$ cat src/rtl/keypad_pkg.sv
// Shared types and key map for the 4x4 keypad scanner.
// decode_key turns a column index and an active-high row vector into a key code.
package keypad_pkg;

    typedef enum logic [1:0] {
        SCAN        = 2'd0,
        DEB_PRESS   = 2'd1,
        PRESSED     = 2'd2,
        DEB_RELEASE = 2'd3
    } state_t;

    localparam logic [3:0] KEY_0 = 4'h0;
    localparam logic [3:0] KEY_1 = 4'h1;
    localparam logic [3:0] KEY_2 = 4'h2;
    localparam logic [3:0] KEY_3 = 4'h3;
    localparam logic [3:0] KEY_4 = 4'h4;
    localparam logic [3:0] KEY_5 = 4'h5;
    localparam logic [3:0] KEY_6 = 4'h6;
    localparam logic [3:0] KEY_7 = 4'h7;
    localparam logic [3:0] KEY_8 = 4'h8;
    localparam logic [3:0] KEY_9 = 4'h9;
    localparam logic [3:0] KEY_A = 4'hA;
    localparam logic [3:0] KEY_B = 4'hB;
    localparam logic [3:0] KEY_C = 4'hC;
    localparam logic [3:0] KEY_D = 4'hD;
    localparam logic [3:0] KEY_STAR = 4'hE;
    localparam logic [3:0] KEY_HASH = 4'hF;

    // Lowest asserted row wins when several rows are active in one column.
    function automatic logic [3:0] decode_key(input logic [1:0] col_idx,
                                              input logic [3:0] row_onehot);
        logic [1:0] row_idx;
        logic [3:0] code;
        row_idx = 2'd0;
        for (int i = 3; i >= 0; i--) begin
            if (row_onehot[i]) row_idx = 2'(i);
        end
        case ({row_idx, col_idx})
            4'b00_00: code = KEY_1;
            4'b00_01: code = KEY_2;
            4'b00_10: code = KEY_3;
            4'b00_11: code = KEY_A;
            4'b01_00: code = KEY_4;
            4'b01_01: code = KEY_5;
            4'b01_10: code = KEY_6;
            4'b01_11: code = KEY_B;
            4'b10_00: code = KEY_7;
            4'b10_01: code = KEY_8;
            4'b10_10: code = KEY_9;
            4'b10_11: code = KEY_C;
            4'b11_00: code = KEY_STAR;
            4'b11_01: code = KEY_0;
            4'b11_10: code = KEY_HASH;
            default:  code = KEY_D;
        endcase
        return code;
    endfunction

endpackage

$ cat src/rtl/row_synchronizer.sv
// Multi-stage flop synchronizer for the asynchronous keypad row lines.
// Resets to the idle (all-high) pattern so no phantom key is seen after reset.
module row_synchronizer #(
    parameter int unsigned SYNC_STAGES = 2,
    parameter int unsigned WIDTH       = 4,
    parameter logic [WIDTH-1:0] RESET_VAL = '1
) (
    input  logic             clk,
    input  logic             rst_n,
    input  logic [WIDTH-1:0] din,
    output logic [WIDTH-1:0] dout
);

    logic [SYNC_STAGES-1:0][WIDTH-1:0] sync_q;

    always_ff @(posedge clk or negedge rst_n) begin
        if (!rst_n) begin
            for (int i = 0; i < int'(SYNC_STAGES); i++) sync_q[i] <= RESET_VAL;
        end else begin
            sync_q[0] <= din;
            for (int i = 1; i < int'(SYNC_STAGES); i++) sync_q[i] <= sync_q[i-1];
        end
    end

    assign dout = sync_q[SYNC_STAGES-1];

endmodule

$ cat src/rtl/keypad_scanner.sv
// 4x4 matrix keypad scanner: column drive, press/release debounce and key decode.
// The column is frozen from first detection until the key is released.
module keypad_scanner
    import keypad_pkg::*;
#(
    parameter int unsigned SCAN_DIV        = 50000,
    parameter int unsigned DEBOUNCE_CYCLES = 500000,
    parameter int unsigned SYNC_STAGES     = 2
) (
    input  logic       clock50MHz,
    input  logic       reset,
    input  logic [3:0] Rows,
    output logic [3:0] Columns,
    output logic [3:0] KeypadData,
    output logic       dav,
    output logic       KeyStrobe,
    output logic [1:0] PresentStateFlag
);

    localparam int unsigned DW = (SCAN_DIV > 1) ? $clog2(SCAN_DIV) : 1;
    localparam int unsigned BW = (DEBOUNCE_CYCLES > 1) ? $clog2(DEBOUNCE_CYCLES) : 1;
    localparam logic [DW-1:0] DWELL_LAST = DW'(SCAN_DIV - 1);
    localparam logic [BW-1:0] DEB_LAST   = BW'(DEBOUNCE_CYCLES - 1);

    state_t        state_q, state_d;
    logic [1:0]    col_q, col_d;
    logic [DW-1:0] dwell_q, dwell_d;
    logic [BW-1:0] deb_q, deb_d;
    logic [3:0]    pat_q, pat_d;
    logic [3:0]    data_q, data_d;
    logic          dav_q, dav_d;
    logic          strobe_q, strobe_d;
    logic [3:0]    rs;

    row_synchronizer #(
        .SYNC_STAGES (SYNC_STAGES),
        .WIDTH       (4),
        .RESET_VAL   (4'hF)
    ) u_row_sync (
        .clk   (clock50MHz),
        .rst_n (reset),
        .din   (Rows),
        .dout  (rs)
    );

    always_ff @(posedge clock50MHz or negedge reset) begin
        if (!reset) begin
            state_q  <= SCAN;
            col_q    <= 2'd0;
            dwell_q  <= '0;
            deb_q    <= '0;
            pat_q    <= 4'hF;
            data_q   <= 4'h0;
            dav_q    <= 1'b0;
            strobe_q <= 1'b0;
        end else begin
            state_q  <= state_d;
            col_q    <= col_d;
            dwell_q  <= dwell_d;
            deb_q    <= deb_d;
            pat_q    <= pat_d;
            data_q   <= data_d;
            dav_q    <= dav_d;
            strobe_q <= strobe_d;
        end
    end

    always_comb begin
        state_d  = state_q;
        col_d    = col_q;
        dwell_d  = dwell_q;
        deb_d    = deb_q;
        pat_d    = pat_q;
        data_d   = data_q;
        dav_d    = dav_q;
        strobe_d = 1'b0;
        unique case (state_q)
            SCAN: begin
                if (dwell_q == DWELL_LAST) begin
                    dwell_d = '0;
                    if (rs == 4'hF) begin
                        col_d = col_q + 2'd1;
                    end else begin
                        pat_d   = rs;
                        deb_d   = '0;
                        state_d = DEB_PRESS;
                    end
                end else begin
                    dwell_d = dwell_q + 1'b1;
                end
            end
            DEB_PRESS: begin
                if (rs == 4'hF) begin
                    state_d = SCAN;
                    col_d   = col_q + 2'd1;
                    dwell_d = '0;
                end else if (rs != pat_q) begin
                    // A different row pattern restarts the debounce window.
                    pat_d = rs;
                    deb_d = '0;
                end else if (deb_q == DEB_LAST) begin
                    state_d  = PRESSED;
                    deb_d    = '0;
                    data_d   = decode_key(col_q, ~rs);
                    dav_d    = 1'b1;
                    strobe_d = 1'b1;
                end else begin
                    deb_d = deb_q + 1'b1;
                end
            end
            PRESSED: begin
                if (rs == 4'hF) begin
                    state_d = DEB_RELEASE;
                    deb_d   = '0;
                end
            end
            DEB_RELEASE: begin
                if (rs != 4'hF) begin
                    state_d = PRESSED;
                    deb_d   = '0;
                end else if (deb_q == DEB_LAST) begin
                    state_d = SCAN;
                    dav_d   = 1'b0;
                    col_d   = col_q + 2'd1;
                    dwell_d = '0;
                end else begin
                    deb_d = deb_q + 1'b1;
                end
            end
            default: state_d = SCAN;
        endcase
    end

    assign Columns          = ~(4'b0001 << col_q);
    assign KeypadData       = data_q;
    assign dav              = dav_q;
    assign KeyStrobe        = strobe_q;
    assign PresentStateFlag = state_q;

endmodule

$ cat config.mk
export PLATFORM = sky130hd
export DESIGN_NAME = keypad_scanner
export DESIGN_NICKNAME = d
export VERILOG_FILES = /design/src/rtl/keypad_pkg.sv /design/src/rtl/row_synchronizer.sv /design/src/rtl/keypad_scanner.sv
export SDC_FILE = /design/constraint.sdc
export NUM_CORES = 1
export LEC_CHECK = 0
export ABC_AREA = 1
export CAP_MARGIN = 40
export CORE_ASPECT_RATIO = 1.5
export CORE_MARGIN = 2
export CORE_UTILIZATION = 33
export CTS_CLUSTER_SIZE = 20
export DETAILED_ROUTE_END_ITERATION = 7
export GPL_TIMING_DRIVEN = 0
export REMOVE_ABC_BUFFERS = 1
export SLEW_MARGIN = 20
export SYNTH_ARGS = -nofsm -noshare
export SYNTH_HDL_FRONTEND = slang
export SYNTH_SLANG_ARGS = --single-unit
$ cat constraint.sdc
create_clock -name clock50MHz -period 2.1 [get_ports clock50MHz]
set_input_delay 0.21 -clock clock50MHz [delete_from_list [all_inputs] [get_ports clock50MHz]]
set_output_delay 0.21 -clock clock50MHz [all_outputs]
set_load 0.005 [all_outputs]
* After elaboration in Yosys (flattened, before gate mapping)
Memory sizes are Yosys's and may differ from the RTL's. A register that Yosys moved wholly into a read port is not among the register bits.
Index checks and enable logic that the tools add are counted.
** Word-level totals
- Bits in read-only memories :: 64
- Word-level logic and storage cells :: 103
- Bits in registers :: 53
- Input port bits :: 6
- Output and inout port bits :: 12
- Memories :: 1
** Operators by class
- Shift-type cells :: 1
- Equal/unequal tests :: 22
- Bitwise gates (word level) :: 4
- $add $sub $neg :: 3
- Reduce and logical (&&, ||, !) cells :: 12
- Mux-type cells :: 51
** Memory list
- (name not given) :: depth 16, width 4, read ports 1, clocked after memory_dff 1, wr ports 0, RTL line keypad_pkg.sv:38 : case ({row_idx, col_idx})
** Operators with widths (number)
- $mux W19 :: 8
- $pmux W19 S4 :: 1
- $mux W16 :: 4
- $pmux W16 S3 :: 1
- $mux W2 :: 20
- $ne A2 B2 Y1 const B :: 10
- $add A19 B1 Y19 const B :: 1
- $eq A19 B19 Y1 const B :: 1
- $add A16 B1 Y16 const B :: 1
- $eq A16 B16 Y1 const B :: 1
- $mux W4 :: 4
- $ne A3 B3 Y1 const B :: 4
- $reduce_and A4 Y1 :: 3
- $reduce_and A6 Y1 :: 2
- $reduce_and A5 Y1 :: 2
- $mux W1 :: 9
- $not A4 Y4 :: 2
- $pmux W2 S4 :: 1
- $pmux W4 S2 :: 1
- $pmux W2 S3 :: 1
- $eq A2 B2 Y1 const B :: 2
- $eq A4 B4 Y1 const B :: 1
- $ne A4 B4 Y1 :: 1
- $ne A4 B4 Y1 const B :: 1
- 9 further kinds :: 11

* Depth between registers and ports, before layout
- Depth in word-level cells :: 9
- Depth in mapped cells :: 12
- Depth with buffers taken out :: 12

* Hierarchy
From an unflattened synthesis, not the netlist that was laid out.
** Second synthesis, totals
- Cell total of the unflattened synthesis :: 492
- Area total of the unflattened synthesis :: 3669.8 um^2
** Modules (own cells, without submodules)
- keypad_scanner :: seq. area each 1231.2 um^2, area an instance 3429.5 um^2, instances 1, cells each 480
- row_synchronizer :: seq. area each 210.2 um^2, area an instance 240.2 um^2, instances 1, cells each 12

* Worst setup path after synthesis
No wires, ideal clock.
- Path kind :: register to register
- From :: register u_row_sync.sync_q (netlist bit u_row_sync.dout[2])
- To :: register deb_q[6]
- Required time :: 2.024 ns
- Path slack :: 0.509 ns
- Arrival time :: 1.515 ns
- Setup time :: 0.076 ns
- Stages on the path, launching flop included :: 10
- Path buffers :: 1
- Clock period less this slack :: 1.591 ns
- Cells stage by stage :: dfstp_2 > nand2_2 > nor2_4 > inv_2 > nand2_2 > nand2_2 > a21oi_4 > buf_6 > nand2_1 > o21ai_1
** On the way
- Cells in the longest elaborated chain, start to end :: 4
- Elaborated cells between the ends (all ways) :: 12
- Classes of those cells :: eq/ne (7); mux (4); reduce/logical (1)
** Ends and longest elaborated chain
- start: declaration :: RTL line row_synchronizer.sv:14 : logic [SYNC_STAGES-1:0][WIDTH-1:0] sync_q;
- $ne A4 B4 Y1 :: RTL line keypad_scanner.sv:97 : end else if (rs != pat_q) begin
- $mux W19 :: RTL line keypad_scanner.sv:97
- $mux W19 :: RTL line keypad_scanner.sv:93 : if (rs == 4'hF) begin
- $pmux W19 S4 :: RTL line keypad_scanner.sv:77 : unique case (state_q)
- end signal: assignment :: RTL line keypad_scanner.sv:51 : deb_q <= '0;
- end signal: assignment :: RTL line keypad_scanner.sv:60 : deb_q <= deb_d;
- end: declaration :: RTL line keypad_scanner.sv:28 : logic [BW-1:0] deb_q, deb_d;
Parallel ways exist; a longest one is shown, timed or not. The select of a mux whose other input is x is not followed.
A chain may end at the register's enable or synchronous reset.

* Final worst setup path
- From :: register deb_q[1]
- To :: register dwell_q[3]
** On the way
- Cells in the longest elaborated chain, start to end :: 3
** Ends and longest elaborated chain
- $eq A19 B19 Y1 :: RTL line keypad_scanner.sv:121 : end else if (deb_q == DEB_LAST) begin
- $ne A2 B2 Y1 (no line)
- $reduce_and A4 Y1 (no line)
- end signal: assignment :: RTL line keypad_scanner.sv:59 : dwell_q <= dwell_d;
- end: declaration :: RTL line keypad_scanner.sv:27 : logic [DW-1:0] dwell_q, dwell_d;
No other way between the ends.

==> flow_summary_export.csv <==
group,metric,value,unit
run_status,status,"completed",
sta,skew,11.22,ps
synth,syn_area_per_cell,6.781,µm²
floorplan,core_region_area,11110,µm²
setup_path,worst_setup_path_start_kind,"flop",
clocking,clockRootBuffer,"clkbuf_16",
synth,synth_seq_cells,57,
setup_path,path_max_fanout,12,
sta,worst_slew_pin_slew,575.0,ps
grt,antenna_found_initial,0,
synth,seq_area_frac_synth,38.10,%
cells_and_area,final_common_cell,"nand2_1",
sta,setup_viol,0,
clocking,cts.sink_count,57,
setup_path,critPathArrivalTime,2180,ps
place,post-place-ws,-427.7,ps
worst_hold_path,min_path_cells,1,
clocking,cts_tree,"done",
sta,fin_crit_sh,93.20,%
worst_hold_path,hold_class,"in -> reg",
grt,grt_max_degree,42,
setup_path,cp_num_cells,9,
cells_and_area,area_growth,19.71,%
cells_and_area,final_nets,599,
sta,relSlewSlack,61.67,%
cells_and_area,most-common-layout-cells,"nand2_1 (167), nor2_1 (75), inv_1 (64), dfrtp_1 (43), nand3_1 (32)",
sta,rsz0062_at_grt,"no",
floorplan,rows,47,
setup_path,critical_path_required,2320,ps
detailed_routing,drt_pass1_iterations,5,
grt,grt_pass1_wl,16800,µm
grt,grt_pass1_vias,3563,
detailed_routing,routedWlPerCell,13.37,µm
clocking,h-tree-depth,3,
detailed_routing,drt-total-wl,9854,µm
detailed_routing,vias,3644,
pwr,vdd_drop_max,378.0,µV
setup_path,slowest_delay,370,ps
sta,max_freq,510.9,MHz
clocking,clockBufferDepth,2,
grt,globalRoute.totalOverflow,0,
grt,grtUsageTotal,16.98,%
place,place_area,4079,µm²
synth,syn_area,3784,µm²
pwr,powerDensity,586.0,nW/µm²
floorplan,die_y,135.1,µm
cells_and_area,utilization,40.75,%
synth,syn_inst,558,
setup_path,endpoint_kind,"flop",
detailed_routing,drt_iter0_drc,163,
detailed_routing,drc,0,
setup_path,cp_common_cell,"nand3_4",
synth,synth_top_area_share,29.76,%
setup_path,crit_chain,"ha_1, nand3_1, nor2_2, nand3_4, nand2_4, nand3_4, inv_4, o21ai_1, and2_1",
place,place_hpwl,6805,µm
detailed_routing,antenna_left,0,
sta,fin_crit,1957,ps
floorplan,design.portCount,18,
pwr,p_leak,0.002040,µW
setup_path,cp_num_buf_inv,1,
synth,synth_largest_area_cell,"dfrtp_1",
clocking,numCtsBuffers,9,
setup_path,reg2reg_depth,9,
sta,hold_viol,0,
synth,synth.distinct_cells,37,
setup_path,crit_type,"reg -> reg",
setup_path,cp_slowest_cell,"dfrtp_1",
run,maxCapViolations,0,
sta,worst_slack,142.7,ps
synth,yosysWarnings,0,
place,gp_congestion,0.8691,
floorplan,initial_core_util,34.04,%
floorplan,dieArea,12360,µm²
place,port_buffers,17,
detailed_routing,drt-vias-per-instance,4.944,
setup_path,cp_top_family,"simple AND/OR/NAND/NOR gates",
synth,synthTopCellsByArea,"dfrtp_1 (30%), nand2_1 (17%), dfstp_2 (8.3%)",
clocking,insertion_delay,330,ps
sta,maxSlewViolCount,0,
cells_and_area,antenna_cells,0,
cells_and_area,drive_above_1_share,12.88,%
cells_and_area,stdcell_area,4529,µm²
floorplan,die_x,91.43,µm
clocking,clk_pin_slew_worst_paths,50,ps
## Yosys cell counts
cell type and number:
a22o_1 1, o21ai_1 18, nor3b_1 1, a21oi_1 13, nand3_1 33, nor2_4 2, xor2_1 6, nand3b_1 1
o21ai_0 20, nor4_1 1, clkbuf_1 2, o31ai_2 1, inv_2 9, a31oi_1 2, nand2_4 1, nand3_2 1
ha_1 8, nand3_4 1, dfstp_2 12, dfrtp_1 45, and2_1 2, or2_2 3, nand4_1 22, nor2_2 4
clkinv_1 1, nand2_2 5, nand2_1 169, nor3_1 12, xnor2_1 2, o21bai_1 3, a21oi_4 1, o31ai_1 3
buf_2 7, o211ai_1 1, nor2_1 78, inv_1 64, buf_6 3
## flip-flops by register name, indices dropped and copies added, names as in the netlist, named ones only
signal	cells
KeyStrobe	1
KeypadData	4
PresentStateFlag	1
col_q	2
dav	1
deb_q	19
dwell_q	16
pat_q	4
u_row_sync.dout	4
u_row_sync.sync_q	4
## per-layer routing
metal / wire [µm] / GRT usage (%) / vias up
met1: 4041 / 18.90 / 1701
met5: 0 / 0 / -
met4: 318 / 8.502 / 0
li1: - / - / 1836
met2: 5120 / 30.64 / 81
met3: 373 / 3.228 / 26
## cell families after synthesis
family,count (synthesis),synth area share [%]
buffers and inverters,86,9.358
DFF,57,38.10
adders and majority gates,8,2.646
and+or+nand+nor,336,38.59
xor gates and xnor gates,8,1.852
AOI/OAI and AO/OA,63,9.458
## timing repair
item / CTS / global route
gates cloned: 2 / 0
pin swaps: 3 / 1
hold buffers: 1 / 0
setup buffers: 5 / 2
hold endpoints to repair: 16 / 0
gates resized for setup: 1 / 13
setup endpoints to repair: 27 / 28
## where the power goes
part	internal (µW)	switching, µW	total (µW)
registers	1110	5.33	1120
clock network	945	517	1460
logic	22.9	49.7	72.6
## layout make-up
cell class                      instances  area [µm²]
Fill cell                            1152        6585
Multi-Input combinational cell        417        2042
Sequential cell                        57        1444
Inverter                               74       286.5
Timing Repair Buffer                   26       275.3
Clock buffer                           11       242.7
Tap cell                              147       183.9
Clock inverter                          5       55.05
## final timing paths
kind,start,endpoint,slack [ps]
hold / removal,Rows[2],u_row_sync.sync_q[2],280
max in group asynchronous,reset,pat_q[1],1260
setup / recovery,deb_q[1],dwell_q[3],140
setup reg to reg,deb_q[1],dwell_q[3],140
min in group asynchronous,reset,deb_q[11],290
hold reg to reg,u_row_sync.sync_q[1],u_row_sync.dout[1],350
## through the flow
| step | cells | TNS (ps) | power [µW] | hold WS (ps) |
|---|---|---|---|---|
| floorplan | 546 | 0 | 1162 | -85.59 |
| global placement | 710 | -60290 | 1203 | 346.4 |
| detailed placement | 711 | -6493 | 1208 | 102.6 |
| CTS | 735 | 0 | 2688 | 272.9 |
| finish | 737 | 0 | 2654 | 283.4 |
| global route | 737 | 0 | 2746 | 273.1 |
No activity file was read; power rests on OpenSTA's default activity.
